`config.mk`:
```
export PLATFORM = sky130hd
export DESIGN_NAME = dmem_ctrl
export DESIGN_NICKNAME = d
export VERILOG_FILES = /design/src/rtl/dmem_ctrl.sv
export SDC_FILE = /design/constraint.sdc
export NUM_CORES = 1
export LEC_CHECK = 0
export ABC_AREA = 1
export CORE_ASPECT_RATIO = 0.7
export CORE_MARGIN = 2
export CORE_UTILIZATION = 35
export CTS_CLUSTER_SIZE = 25
export DETAILED_ROUTE_END_ITERATION = 12
export SLEW_MARGIN = 30
export SYNTH_ARGS = -nofsm -noshare
export SYNTH_HDL_FRONTEND = slang
export SYNTH_SLANG_ARGS = --single-unit
export TNS_END_PERCENT = 5
```
`constraint.sdc`:
```
create_clock -name clk -period 1.96 [get_ports clk]
set_input_delay 0.294 -clock clk [delete_from_list [all_inputs] [get_ports clk]]
set_output_delay 0.294 -clock clk [all_outputs]
set_load 0.1 [all_outputs]
```
`src/rtl/dmem_ctrl.sv`:
```
// Load/store unit: serialises byte/half/word requests into big-endian byte
// accesses on a byte-wide synchronous memory and assembles or extends load data.
module dmem_ctrl #(
  parameter int ADDR_W = 8
) (
  input  logic              clk,
  input  logic              reset,
  input  logic              req,
  input  logic              we,
  input  logic [1:0]        size,
  input  logic              sign_ext,
  input  logic [ADDR_W-1:0] addr,
  input  logic [31:0]       wdata,
  output logic [31:0]       rdata,
  output logic              busy,
  output logic              done,
  output logic              err,
  output logic [ADDR_W-1:0] mem_addr,
  output logic [7:0]        mem_wdata,
  output logic              mem_we,
  output logic              mem_re,
  input  logic [7:0]        mem_rdata,
  output logic [1:0]        fsm_state
);

  // Handshake: req is taken on any edge where the unit is IDLE or DONE; busy is
  // high for the whole transfer, then exactly one of done/err pulses for one cycle.
  typedef enum logic [1:0] {IDLE, XFER, DRAIN, DONE} state_t;

  state_t      state;
  logic [1:0]  beat;
  logic [1:0]  last;
  logic        lat_we;
  logic        lat_sext;
  logic [1:0]  lat_size;
  logic [31:0] wshift;
  logic [23:0] rshift;
  logic        rd_pend;

  logic        accept;
  logic        misaligned;
  logic [31:0] wd_aligned;
  logic [31:0] rfinal;
  logic [31:0] rext;

  assign fsm_state  = state;
  assign accept     = req && (state == IDLE || state == DONE);
  assign misaligned = (size == 2'b11) ||
                      (size == 2'b01 && addr[0]) ||
                      (size == 2'b10 && addr[1:0] != 2'b00);
  assign rfinal     = {rshift, mem_rdata};

  // Left-justify store data so byte k is always the top byte after k shifts.
  always_comb begin
    wd_aligned = wdata;
    case (size)
      2'b00:   wd_aligned = {wdata[7:0], 24'h0};
      2'b01:   wd_aligned = {wdata[15:0], 16'h0};
      default: wd_aligned = wdata;
    endcase
  end

  always_comb begin
    rext = rfinal;
    case (lat_size)
      2'b00:   rext = lat_sext ? {{24{rfinal[7]}}, rfinal[7:0]} : {24'h0, rfinal[7:0]};
      2'b01:   rext = lat_sext ? {{16{rfinal[15]}}, rfinal[15:0]} : {16'h0, rfinal[15:0]};
      default: rext = rfinal;
    endcase
  end

  always_ff @(posedge clk) begin
    if (reset) begin
      state     <= IDLE;
      beat      <= 2'd0;
      last      <= 2'd0;
      lat_we    <= 1'b0;
      lat_sext  <= 1'b0;
      lat_size  <= 2'b00;
      wshift    <= 32'h0;
      rshift    <= 24'h0;
      rd_pend   <= 1'b0;
      rdata     <= 32'h0;
      busy      <= 1'b0;
      done      <= 1'b0;
      err       <= 1'b0;
      mem_addr  <= '0;
      mem_wdata <= 8'h0;
      mem_we    <= 1'b0;
      mem_re    <= 1'b0;
    end else begin
      done    <= 1'b0;
      err     <= 1'b0;
      // Memory data lags the read strobe by one cycle.
      rd_pend <= mem_re;
      if (rd_pend) rshift <= rfinal[23:0];

      case (state)
        IDLE, DONE: begin
          if (accept && misaligned) begin
            err   <= 1'b1;
            state <= IDLE;
          end else if (accept) begin
            state    <= XFER;
            busy     <= 1'b1;
            beat     <= 2'd0;
            last     <= (size == 2'b00) ? 2'd0 : (size == 2'b01) ? 2'd1 : 2'd3;
            lat_we   <= we;
            lat_size <= size;
            lat_sext <= sign_ext;
            mem_addr <= addr;
            if (we) begin
              mem_we    <= 1'b1;
              mem_wdata <= wd_aligned[31:24];
              wshift    <= wd_aligned << 8;
            end else begin
              mem_re <= 1'b1;
            end
          end else begin
            state <= IDLE;
          end
        end

        XFER: begin
          if (beat == last) begin
            mem_we <= 1'b0;
            mem_re <= 1'b0;
            if (lat_we) begin
              state <= DONE;
              busy  <= 1'b0;
              done  <= 1'b1;
            end else begin
              state <= DRAIN;
            end
          end else begin
            beat     <= beat + 2'd1;
            mem_addr <= mem_addr + ADDR_W'(1);
            if (lat_we) begin
              mem_wdata <= wshift[31:24];
              wshift    <= wshift << 8;
            end
          end
        end

        DRAIN: begin
          state <= DONE;
          busy  <= 1'b0;
          done  <= 1'b1;
          rdata <= rext;
        end

        default: state <= IDLE;
      endcase
    end
  end

endmodule

```
==> results.json <==
{
  "die_area_sq_um": 16200,
  "setup_viol": 0,
  "drive_gt1_frac": 0.133,
  "drt_first_pass_iters": 6,
  "power_uw": 7400,
  "core_area_sq_um": 14800,
  "wl_per_cell_microns": 13.8,
  "crit_top_cell": "nand2_1",
  "post-route-min-period_ns": 1.80,
  "via_per_inst": 4.66,
  "drc_errors": 0,
  "syn-num-nets": 864,
  "synth_top_area_share": 0.422,
  "top_usage_layer": "met1",
  "grt_max_degree": 37,
  "drv_cap": 0,
  "netlist_top_cells_area": "dfxtp_1 (42%), nand2_1 (14%), nor2_1 (8.9%), inv_1 (8.1%), o21ai_0 (5.7%)",
  "fin_crit_sh": 0.920,
  "synthCells": 806,
  "fp-row-count": 37,
  "fin_cells": 1112,
  "drt_iter0_markers": 345,
  "critPathSlowestCell": "dfxtp_4",
  "diodes": 0,
  "ys_ff_latch": 112,
  "outcome": "finished clean",
  "crit_path_cell_trace": "inv_1 -> ha_2 -> inv_2 -> or2_1 -> o21ai_2 -> a21oi_4 -> nand2_4 -> clkbuf_16 -> nand2_1 -> nand2_1 -> nor2_1",
  "cts.clk_slew.worst_paths_ns": 0.07,
  "detail-route-antenna-nets": 0,
  "p_leak_uw": 0.00341,
  "cts-root-buf": "clkbuf_16",
  "synth_edf_count": 0,
  "die_y_microns": 107,
  "timing.fmax_mhz": 555,
  "crit_fanout": 16,
  "mappedNetlistArea_sq_um": 5310,
  "overflow": 0,
  "cp.arrival_ns": 2.04,
  "grt_util_met1": 0.317,
  "p_per_area_nw_per_um2": 1070,
  "htreeDepth": 3,
  "ys_types": 34,
  "ios": 110,
  "io_buffer_count": 109,
  "clockBufferDepth": 2,
  "synth_common_cells": "nand2_1 (191), nor2_1 (126), inv_1 (114)",
  "skew_ns": 0.00836,
  "vias": 5184,
  "worst_ir_drop_vdd_mv": 0.522,
  "yosys.area.top_type": "dfxtp_1",
  "slowest_delay_ns": 0.37,
  "synth_warnings": 0,
  "worst-setup-path-type": "reg -> reg",
  "hpwl_microns": 11000,
  "cts_hold_buf": 0,
  "cts_sinks": 112,
  "end_kind": "flop",
  "grt_use_met3": 0.0413,
  "dpl.cell_count": 1093,
  "avgSynthCellArea_sq_um": 6.59,
  "area_delta_synth_final_pct": 30.0,
  "antenna_found_initial": 0,
  "yosysMostFrequentCell": "nand2_1",
  "cts_made_buffers": 9,
  "grt_pass1_vias": 4677,
  "async_flop_share": 0,
  "cts_tree": "done",
  "routed_wl_microns": 15300,
  "critPathLaunchType": "flop",
  "initial_utilization": 0.359,
  "nets": 971,
  "cp.required_ns": 2.19,
  "hold_viol": 0,
  "ys_seq_area_frac": 0.422,
  "worstMarginPinSlew_ns": 0.663,
  "fp.dieW_microns": 151,
  "gp_congestion": 0.829,
  "synthFlopType": "dfxtp_1",
  "final-max-slew-violation-count": 0,
  "clk_latency_ns": 0.35,
  "use_met2": 0.258,
  "min_path_type": "in -> reg",
  "track_usage": 0.196,
  "grt_pass1_wl_microns": 24800,
  "max_slew_margin": 0.558
}
-- power by group --
part	internal, uW	total [uW]	switching [uW]	leakage, uW
Clock	1060	1900	836	0.000152
Combinational	757	2750	2000	0.00234
Sequential	2560	2750	191	0.000917
Total	4380	7400	3020	0.00341
-- final cells by class --
class | count | area, sq um
sequential | 112 | 2250
fill | 1525 | 7860
inverter | 120 | 454
clock buffer | 11 | 253
clock inverter | 4 | 52.6
timing repair buffer | 139 | 1230
multi-input combinational | 531 | 2420
tap | 195 | 244
-- critical path: cells and delay by family (launching register included) --
family                   cells  cell delay [ns]
AO/OA/AOI/OAI                2             0.20
adder cells (fa/ha/maj)      1             0.37
buffers and inverters        3             0.27
flip-flops                   1             0.37
AND/OR/NAND/NOR              5             0.48
-- routing by layer --
layer | vias up | share of wire
met5 | - | 0
met4 | 0 | 0.0078
met3 | 7 | 0.058
met2 | 133 | 0.37
met1 | 2313 | 0.56
li1 | 2731 | -
-- kinds of logic after synthesis --
kind of cell / after synthesis / synth area share
and+or+nand+nor: 380 / 0.290
buffers and inverters: 163 / 0.124
AOI/OAI and AO/OA: 146 / 0.154
DFF: 112 / 0.422
adders and majority gates: 3 / 0.00707
xor gates and xnor gates: 2 / 0.00330
-- repair_timing --
action	4_1_cts	5_1_grt
buffers inserted	0	3
endpoints found under the setup margin	0	36
resized for setup	0	7
-- path summary, 6_finish.rpt --
kind,to,start,cells past startpoint,slack (ns)
setup / recovery,wshift[12],fsm_state[0],11,0.16
setup reg to reg,wshift[12],fsm_state[0],11,0.16
hold reg to reg,last[1],last[1],2,0.48
hold / removal,wshift[9],reset,3,0.43
-- stage by stage --
stage	utilization	hold slack (ns)	cell area [sq um]	setup slack, ns	setup TNS [ns]
4_1_cts	0.462	0.422	6830	0.0565	0
5_1_grt	0.468	0.435	6900	-0.00860	-0.0162
3_3_place_gp	0.442	0.465	6520	0.0913	0
2_1_floorplan	-	0.429	5320	0.0707	0
3_5_place_dp	0.442	0.471	6520	0.0660	0
6_report	0.468	0.434	6900	0.157	0
-- placed cells by master, fill, tap and decap left out, types with 2 or more instances in the layout --
cell type,n
nand2_1,191
nor2_1,126
inv_1,113
dfxtp_1,108
buf_4,79
o21ai_0,60
clkdlybuf4s50_1,53
nand3_1,51
a21oi_1,50
o21ai_1,10
clkbuf_16,10
a22oi_1,8
o221ai_1,8
inv_2,4
o21bai_1,3
buf_6,3
clkinv_1,2
nand3_2,2
xnor2_1,2
a211oi_1,2
nand4_1,2
ha_1,2
clkbuf_8,2
dfxtp_4,2
dfxtp_2,2
buf_12,2
-- flip-flops by register name, indices dropped and copies added (netlist names) --
name / cells
rdata: 32
rshift: 24
wshift: 24
mem_addr: 8
mem_wdata: 8
beat: 2
fsm_state: 2
last: 2
lat_size: 2
busy: 1
done: 1
err: 1
lat_sext: 1
lat_we: 1
mem_re: 1
mem_we: 1
rd_pend: 1
Power figures use the tool's default switching activity.
